===== src/rtl/dot_loader.sv =====
// dot_loader: feeds host A/B element pairs into a dot-product engine, waits a fixed
// engine latency, then returns the engine result. Optional: DOT_LOADER_LAST_CHECK_EN.
module dot_loader #(
  parameter int VEC_LEN     = 10,
  parameter int WAIT_CYCLES = 820
) (
  input  logic        clk,
  input  logic        reset,
  input  logic        in_valid,
  output logic        in_ready,
  input  logic [15:0] in_a,
  input  logic [15:0] in_b,
  input  logic        in_last,
  output logic [3:0]  eng_cmd,
  output logic [15:0] eng_a,
  output logic [15:0] eng_b,
  input  logic [15:0] eng_result,
  output logic        res_valid,
  input  logic        res_ready,
  output logic [15:0] res_data,
  output logic        busy,
  output logic        err
);

  localparam int CW = $clog2(VEC_LEN + 1);
  localparam int WW = $clog2(WAIT_CYCLES + 1);
  localparam logic [CW-1:0] CNT_LAST  = CW'(VEC_LEN - 1);
  localparam logic [WW-1:0] WAIT_LAST = WW'(WAIT_CYCLES - 1);
  localparam logic [3:0] CMD_IDLE  = 4'd0;
  localparam logic [3:0] CMD_WRITE = 4'd1;
  localparam logic [3:0] CMD_CLEAR = 4'd2;

  typedef enum logic [2:0] {
    S_IDLE,
    S_CLEAR,
    S_LOAD,
    S_PAD,
    S_WAIT,
    S_OUT
  } state_t;

  state_t        state_reg, state_next;
  logic [CW-1:0] cnt_reg, cnt_next;
  logic [WW-1:0] wcnt_reg, wcnt_next;
  logic [3:0]    cmd_reg, cmd_next;
  logic [15:0]   eng_a_reg, a_next;
  logic [15:0]   eng_b_reg, b_next;
  logic [15:0]   res_data_reg, res_next;
  logic          accept;

`ifdef DOT_LOADER_LAST_CHECK_EN
  logic err_reg, err_next;
  assign err = err_reg;
`else
  logic unused_in_last;
  assign unused_in_last = in_last;
  assign err = 1'b0;
`endif

  assign in_ready  = (state_reg == S_LOAD);
  assign accept    = in_valid && in_ready;
  assign res_valid = (state_reg == S_OUT);
  assign busy      = (state_reg != S_IDLE);
  assign eng_cmd   = cmd_reg;
  assign eng_a     = eng_a_reg;
  assign eng_b     = eng_b_reg;
  assign res_data  = res_data_reg;

  always_ff @(posedge clk or posedge reset) begin
    if (reset) begin
      state_reg    <= S_IDLE;
      cnt_reg      <= '0;
      wcnt_reg     <= '0;
      cmd_reg      <= CMD_IDLE;
      eng_a_reg    <= '0;
      eng_b_reg    <= '0;
      res_data_reg <= '0;
`ifdef DOT_LOADER_LAST_CHECK_EN
      err_reg      <= 1'b0;
`endif
    end else begin
      state_reg    <= state_next;
      cnt_reg      <= cnt_next;
      wcnt_reg     <= wcnt_next;
      cmd_reg      <= cmd_next;
      eng_a_reg    <= a_next;
      eng_b_reg    <= b_next;
      res_data_reg <= res_next;
`ifdef DOT_LOADER_LAST_CHECK_EN
      err_reg      <= err_next;
`endif
    end
  end

  // Engine command is registered: whatever is decided here appears on eng_cmd next cycle.
  always_comb begin
    state_next = state_reg;
    cnt_next   = cnt_reg;
    wcnt_next  = wcnt_reg;
    cmd_next   = CMD_IDLE;
    a_next     = eng_a_reg;
    b_next     = eng_b_reg;
    res_next   = res_data_reg;
`ifdef DOT_LOADER_LAST_CHECK_EN
    err_next   = err_reg;
`endif
    case (state_reg)
      S_IDLE: begin
        cnt_next  = '0;
        wcnt_next = '0;
        if (in_valid) state_next = S_CLEAR;
      end
      S_CLEAR: begin
        cmd_next   = CMD_CLEAR;
        cnt_next   = '0;
        state_next = S_LOAD;
      end
      S_LOAD: begin
        if (accept) begin
          cmd_next = CMD_WRITE;
          a_next   = in_a;
          b_next   = in_b;
          cnt_next = cnt_reg + CW'(1);
          if (cnt_reg == CNT_LAST) begin
            state_next = S_WAIT;
`ifdef DOT_LOADER_LAST_CHECK_EN
            if (!in_last) err_next = 1'b1;
`endif
          end
`ifdef DOT_LOADER_LAST_CHECK_EN
          else if (in_last) begin
            err_next   = 1'b1;
            state_next = S_PAD;
          end
`endif
        end
      end
      // Early in_last: fill the rest of the vector with zero products.
      S_PAD: begin
        cmd_next = CMD_WRITE;
        a_next   = '0;
        b_next   = '0;
        cnt_next = cnt_reg + CW'(1);
        if (cnt_reg == CNT_LAST) state_next = S_WAIT;
      end
      S_WAIT: begin
        if (wcnt_reg == WAIT_LAST) begin
          res_next   = eng_result;
          wcnt_next  = '0;
          state_next = S_OUT;
        end else begin
          wcnt_next = wcnt_reg + WW'(1);
        end
      end
      S_OUT: begin
        if (res_ready) state_next = S_IDLE;
      end
      default: state_next = S_IDLE;
    endcase
  end

endmodule


===== config.mk =====
export PLATFORM = sky130hd
export DESIGN_NAME = dot_loader
export DESIGN_NICKNAME = d
export VERILOG_FILES = /design/src/rtl/dot_loader.sv
export SDC_FILE = /design/constraint.sdc
export NUM_CORES = 1
export LEC_CHECK = 0
export CORE_UTILIZATION = 25
export CTS_CLUSTER_DIAMETER = 50
export DETAILED_ROUTE_END_ITERATION = 6
export GPL_ROUTABILITY_DRIVEN = 0
export SKIP_LAST_GASP = 1
export SLEW_MARGIN = 30
export SYNTH_ARGS = -nofsm -noshare
export SYNTH_HDL_FRONTEND = slang
export SYNTH_SLANG_ARGS = --single-unit

===== constraint.sdc =====
create_clock -name clk -period 3.2 [get_ports clk]
set_input_delay 0.32 -clock clk [delete_from_list [all_inputs] [get_ports clk]]
set_output_delay 0.32 -clock clk [all_outputs]
set_load 0.02 [all_outputs]

-- Yosys cells after proc, flatten, opt, wreduce, memory -nomap -nowiden
Cells that the tools add are included.
W data, S select, Z words.
- reduce and logical (&&, ||, !) cells: 11
- eq/ne operators: 11
- add/subtract/negate cells: 2
- multiplexer cells: 16
- operators by type and width (cell ; count):
    $pmux W16 S2 ; 2
    $mux W16 ; 2
    $pmux W10 S2 ; 1
    $pmux W3 S6 ; 1
    $mux W3 ; 5
    $pmux W4 S3 ; 1
    $add A10 B1 Y10 const B ; 1
    $eq A10 B10 Y1 const B ; 1
    $mux W10 ; 1
    $eq A3 B2 Y1 const B ; 2
    $eq A3 B3 Y1 const B ; 2
    $pmux W2 S3 ; 1
    $reduce_and A2 Y1 ; 3
    $reduce_bool A3 Y1 ; 2
    $add A4 B1 Y4 const B ; 1
    $eq A4 B4 Y1 const B ; 1
    $mux W4 ; 1
    $ne A2 B1 Y1 const B ; 2
    $ne A2 B2 Y1 const B ; 2
    $reduce_and A4 Y1 ; 1
    $reduce_bool A2 Y1 ; 2
    $eq A3 B1 Y1 const B ; 1
    $logic_not A3 Y1 ; 1
    $reduce_or A2 Y1 ; 1
    2 further kinds ; 2
- output and inout bits: 56
- register bits: 69
- input bits: 53

-- Logic depth before layout (Yosys ltp)
Gate-level depths: netlist of the first run.
- depth after elaboration: 4
- mapped depth: 7
- depth with buffers taken out: 6

-- Worst setup path after synthesis of the first run
Ideal clock, no wire load.
- path kind: reg2reg
- from: register wcnt_reg[0]
- to: register res_data_reg[0] (netlist: res_data[0])
- setup slack: 1.371 ns
- path buffers: 2
- arrival: 1.704 ns
- setup time: 0.125 ns
- cell stages (with the launch flop): 8
- path through: dfrtp_1 > ha_1 > and4bb_2 > nand3_1 > or2_1 > buf_6 > buf_12 > mux2_4
- cells in the longest elaborated chain, start to end: 2
- RTL lines (item ; line ; text):
    start: declaration ; 44 ; logic [WW-1:0] wcnt_reg, wcnt_next;
    start signal: assignment ; 84 ; wcnt_reg <= wcnt_next;
    $eq A10 B10 Y1 ; 147 ; if (wcnt_reg == WAIT_LAST) begin
    $reduce_and A2 Y1 (no source line) ; n/a ;
    end signal: assignment ; 88 ; res_data_reg <= res_next;
    end: declaration ; 48 ; logic [15:0] res_data_reg, res_next;
Every way passes these cells.
A chain may end at the register's enable or synchronous reset.

-- Worst setup path after layout of the first run
- from: register state_reg[2]
- to: output port in_ready
- cells in the longest elaborated chain, start to end: 1
- RTL lines (item ; line ; text):
    start: declaration ; 42 ; state_t state_reg, state_next;
    start signal: assignment ; 82 ; state_reg <= state_next;
    $eq A3 B2 Y1 ; 60 ; assign in_ready = (state_reg == S_LOAD);
    end: declaration ; 10 ; output logic in_ready,
Every way passes these cells.

==> flow_summary.json, run 1 <==
{
  "fin_skew_ns": 0.00539,
  "cts_buffers": 9,
  "die_area_um2": 12300,
  "hold_viol_final": 0,
  "netlist_area_um2": 2960,
  "final_core_util": 0.386,
  "ioPinCount": 109,
  "yosysTopAreaCell": "dfrtp_1",
  "intPower_mw": 2.34,
  "drtPass1Iterations": 4,
  "fin_nets": 453,
  "fin_crit_ns": 2.19,
  "yosysSeqAreaShare": 0.566,
  "slowest_delay_ns": 0.62,
  "via_per_inst": 4.47,
  "post-dp-hpwl_um": 5160,
  "core_um2": 11500,
  "num_rows": 39,
  "antenna_left": 0,
  "power_switching_mw": 1.25,
  "syn_to_final_growth_pct": 49.5,
  "post_cts_resized": 0,
  "power_density_nw_per_um2": 811,
  "p_clk_frac": 0.277,
  "drive_above_1_share": 0.110,
  "finalMaxSlewViolations": 0,
  "die_x_um": 111,
  "grt_overflow": 0,
  "pre_cts_slack_ns": 1.21,
  "grt_max_degree": 34,
  "outcome": "complete, no violations",
  "synth_cell_type_count": 45,
  "finalPower_mw": 3.59,
  "crit_chain": "nand2b_1, nor2_1, clkdlybuf4s50_1",
  "final-setup-viol-count": 0,
  "htreeDepth": 3,
  "fin_setup_tns_ns": 0,
  "required_ns": 2.88,
  "max_cap_viol_count": 0,
  "yosysTopAreaCellShare": 0.566,
  "syn_inst": 292,
  "cts_root_buf": "clkbuf_16",
  "setup_slack_ns": 1.01,
  "grt_pass1_wl_um": 12300,
  "die_h_um": 111,
  "clockBufferDepth": 2,
  "synth_area_per_cell_um2": 10.2,
  "hold-worst-slack_ns": 0.301,
  "cts_hold_buf": 0,
  "p_leak_nw": 2.04,
  "antenna_cells": 0,
  "port_buffers": 104,
  "drt-total-wl_um": 7370,
  "power.share.sequential": 0.345,
  "start_util": 0.258,
  "crit_type": "flip-flop to output pin",
  "cts_tree": "done",
  "drc": 0,
  "critPathLaunchType": "flip-flop",
  "grt_pass1_vias": 2488,
  "final_cell_mix": "104 x clkdlybuf4s50_1, 80 x nand2_1, 67 x dfrtp_1",
  "ys_ff_latch": 67,
  "worstPathMaxFanout": 15,
  "mostFrequentLayoutCell": "clkdlybuf4s50_1",
  "grt_util_all_layers": 0.125,
  "synth_area_leaders": "dfrtp_1 57%, nand2_1 10%, nand3_1 6.9%",
  "post_cts_buffers": 0,
  "drt_iter0_drc": 112,
  "clk_latency_ns": 0.32,
  "post-route-period-util": 0.684,
  "ys_warn_count": 0,
  "p_comb_frac": 0.378,
  "path_clk_slew_ns": 0.06,
  "numClockSinks": 67,
  "hp-class": "primary input to async pin",
  "rsz0062_at_grt": "false",
  "switching_share": 0.348,
  "vias": 2425,
  "worstPathArrival_ns": 1.87,
  "wire_per_inst_um": 13.6,
  "worst_setup_path_end_kind": "output pin",
  "slowest_stage": "clkdlybuf4s50_1",
  "fmax_mhz": 457,
  "antenna_found_initial": 0,
  "vdd_ir_drop_max_mv": 0.328
}
==> stage by stage <==
stage | std cells | instance area, um2
global placement | 529 | 4130
finish | 543 | 4430
detailed placement | 529 | 4130
floorplan | 294 | 2970
global route | 543 | 4430
CTS | 543 | 4430
==> cell usage after synthesis, drive strengths merged <==
| master | count |
|---|---|
| nand2 | 80 |
| nor3b | 1 |
| a22o | 3 |
| o21bai | 2 |
| dfrtp | 67 |
| or3 | 3 |
| a21o | 3 |
| buf | 9 |
| o21ai | 10 |
| o22ai | 2 |
| or3b | 1 |
| o311ai | 1 |
| ha | 3 |
| nor2 | 8 |
| a211o | 1 |
| or2 | 2 |
| o41ai | 1 |
| mux2i | 1 |
| or4 | 1 |
| and4bb | 1 |
| clkinv | 1 |
| xor2 | 1 |
| nor2b | 1 |
| nand4 | 1 |
| o2111ai | 1 |
| clkbuf | 9 |
| nand3 | 41 |
| conb | 1 |
| mux2 | 16 |
| a32o | 1 |
| a21oi | 3 |
| inv | 5 |
| and2 | 1 |
| o41a | 1 |
| nor3 | 6 |
| nand2b | 2 |
| a31o | 1 |
==> routing by layer <==
metal | track usage | part of all wire
met4 | 0.0436 | 0.010
met3 | 0.0361 | 0.045
met2 | 0.201 | 0.47
met1 | 0.160 | 0.47
met5 | 0 | 0
==> power by group through the flow <==
stage / logic, mW / registers (mW) / clock network, mW
finish: 1.36 / 1.24 / 0.996
global route: 1.47 / 1.27 / 1.07
CTS: 1.38 / 1.24 / 1.03
detailed placement: 1.38 / 1.25 / 0
global placement: 1.36 / 1.24 / 0
floorplan: 0.529 / 1.46 / 0
==> critical path, delay by kind of cell, from the launching register on <==
family / cells / cell delay, ns
flops: 1 / 0.53
buf+inv: 1 / 0.62
simple gates: 2 / 0.39
==> logic make-up after synthesis <==
kind of cell,after synthesis,share of synthesized area
adder cells (fa/ha/maj),3,0.0127
AO/OA/AOI/OAI,30,0.0705
multiplexers,17,0.0768
flip-flops,67,0.566
other,1,0.00127
AND/OR/NAND/NOR,149,0.225
buffers and inverters,24,0.0452
XOR/XNOR,1,0.00296
==> worst paths after layout <==
kind | start | to | slack [ns] | cells after the start
max in group asynchronous | reset | eng_b[11]$_DFFE_PP0P_ | 2.17 | 3
min in group clk | eng_b[0]$_DFFE_PP0P_ | eng_b[0]$_DFFE_PP0P_ | 0.46 | 2
worst min-delay path | reset | res_data[3]$_DFFE_PP0P_ | 0.30 | 2
worst min register to register | eng_b[0]$_DFFE_PP0P_ | eng_b[0]$_DFFE_PP0P_ | 0.46 | 2
worst max-delay path | state_reg[2]$_DFFE_PP0P_ | in_ready | 1.01 | 3
worst max register to register | state_reg[2]$_DFFE_PP0P_ | res_data[15]$_DFFE_PP0P_ | 1.22 | 4
==> cell type report <==
class                           instances  area [um2]
Clock buffer                           12         267
Clock inverter                          2        35.0
Fill cell                            1143        7040
Inverter                                6        22.5
Multi-Input combinational cell        203        1160
Sequential cell                        67        1680
Tap cell                              143         179
Timing Repair Buffer                  110        1090
(Power assumes the default switching activity.)
==> run 2: changes to the inputs <==
Clock period 3.2 ns to 2.1 ns, I/O delays scaled along.
==> flow_summary.json, run 2 (synthesized netlist as in run 1, its figures left out) <==
{
  "outcome": "complete, no violations",
  "grt_overflow": 0,
  "ioPinCount": 109,
  "die_h_um": 111,
  "intPower_mw": 3.47,
  "power_density_nw_per_um2": 1210,
  "post_cts_buffers": 0,
  "required_ns": 1.89,
  "mostFrequentLayoutCell": "clkdlybuf4s50_1",
  "post-route-period-util": 0.931,
  "die_x_um": 111,
  "drtPass1Iterations": 4,
  "multi_input_area_um2": 1160,
  "clk_latency_ns": 0.32,
  "place_area_um2": 4160,
  "power.share.sequential": 0.348,
  "instances_no_fill": 545,
  "cts_tree": "done",
  "post-dp-hpwl_um": 4920,
  "core_um2": 11500,
  "via_per_inst": 4.43,
  "rsz0062_at_grt": "false",
  "final_cell_mix": "104 x clkdlybuf4s50_1, 80 x nand2_1, 66 x dfrtp_1",
  "power_switching_mw": 1.89,
  "drt_iter0_drc": 107,
  "p_leak_nw": 2.05,
  "worst_setup_path_end_kind": "output pin",
  "die_area_um2": 12300,
  "critPathLaunchType": "flip-flop",
  "crit_start": "state_reg[1]$_DFFE_PP0P_",
  "numClockSinks": 67,
  "drt-total-wl_um": 7050,
  "seq_area_um2": 1680,
  "crit_type": "flip-flop to output pin",
  "drc": 0,
  "p_comb_frac": 0.391,
  "hold_viol_final": 0,
  "antenna_found_initial": 0,
  "htreeDepth": 3,
  "antenna_left": 0,
  "path_clk_slew_ns": 0.05,
  "fillers": 1149,
  "worstPathMaxFanout": 9,
  "cts_root_buf": "clkbuf_16",
  "fin_area_um2": 4440,
  "final-setup-viol-count": 0,
  "vias": 2417,
  "vdd_ir_drop_max_mv": 0.621,
  "syn_to_final_growth_pct": 49.9,
  "cts_hold_buf": 0,
  "clockBufferDepth": 2,
  "fin_skew_ns": 0.00442,
  "wire_per_inst_um": 12.9,
  "num_rows": 39,
  "fin_setup_tns_ns": 0,
  "p_clk_frac": 0.261,
  "grt_util_all_layers": 0.123,
  "fmax_mhz": 511,
  "hp-class": "primary input to async pin",
  "start_util": 0.258,
  "max_cap_viol_count": 0,
  "slowest_delay_ns": 0.61,
  "finalMaxSlewViolations": 0,
  "pre_cts_slack_ns": 0.231,
  "fin_nets": 454,
  "cts_buffers": 9,
  "drive_above_1_share": 0.114,
  "port_buffers": 104,
  "antenna_cells": 0,
  "grt_pass1_vias": 2384,
  "r2r_start": "wcnt_reg[0]$_DFFE_PP0P_",
  "grt_pass1_wl_um": 12100,
  "slowest_stage": "clkdlybuf4s50_1",
  "crit_chain": "inv_1, nand2_1, nor2_1, clkdlybuf4s50_1",
  "worstPathArrival_ns": 1.75,
  "grt_max_degree": 49,
  "fin_crit_ns": 1.96,
  "switching_share": 0.352,
  "dp.cells": 530,
  "setup_slack_ns": 0.145
}
[run 2: cell types whose count changed in the layout (fill, tap and decap cells not counted), sizes merged]
| cell | change |
|---|---|
| buf | +1 |
| bufinv | -1 |
| clkbuf | +1 |
| clkinv | +1 |
[run 2: final cells by class]
| cell class | instances | share of cell area |
|---|---|---|
| tap | 143 | 0.0403 |
| inverter | 6 | 0.00507 |
| clock buffer | 13 | 0.0608 |
| sequential | 67 | 0.378 |
| clock inverter | 2 | 0.00225 |
| multi-input combinational | 203 | 0.262 |
| timing repair buffer | 111 | 0.252 |
[run 2: what timing repair did]
action | CTS | global route
hold endpoints to repair | 0 | 0
setup endpoints to repair | 0 | 1
gates resized for setup | 0 | 1
[run 2: per-stage QoR]
stage,power [mW],hold slack (ns),util
after floorplan,3.03,0.355,-
after global placement,3.98,0.451,0.363
after detailed placement,4.01,0.456,0.363
after CTS,5.44,0.236,0.387
after global routing,5.70,0.282,0.387
final,5.36,0.226,0.387
[run 2: final timing paths]
kind | endpoint | slack (ns) | cells past startpoint
setup reg to reg | res_data[7]$_DFFE_PP0P_ | 0.22 | 6
hold reg to reg | eng_b[9]$_DFFE_PP0P_ | 0.46 | 2
min in group clk | eng_a[0]$_DFFE_PP0P_ | 0.45 | 3
max in group asynchronous | eng_a[10]$_DFFE_PP0P_ | 1.25 | 3
hold / removal | res_data[4]$_DFFE_PP0P_ | 0.23 | 2
setup / recovery | res_valid | 0.14 | 4
[run 2: critical path, delay by kind of cell, from the launching register on]
kind                   cells  cell delay [ns]
buffers and inverters      2             0.77
AND/OR/NAND/NOR            2             0.19
flip-flops                 1             0.47
[run 2: per-layer routing]
layer  global-route usage  wire length (um)  vias up
li1                     -                 -     1198
met1                0.164              3370     1152
met2                0.188              3250       58
met3               0.0339               343        9
met4               0.0480                91        0
met5                    0                 0        -
[run 2: power groups by stage]
stage | registers (mW) | clock network [mW] | logic (mW)
CTS | 1.87 | 1.45 | 2.13
finish | 1.86 | 1.40 | 2.09
detailed placement | 1.88 | 0 | 2.12
floorplan | 2.22 | 0 | 0.806
global route | 1.92 | 1.51 | 2.27
global placement | 1.87 | 0 | 2.11
==> run 3: changes to the inputs <==
Settings changed: ABC_CLOCK_PERIOD_IN_PS set to 2100, TNS_END_PERCENT set to 30.
==> results of run 3 <==
Final layout, timing and power as in run 2 (identical DEF).
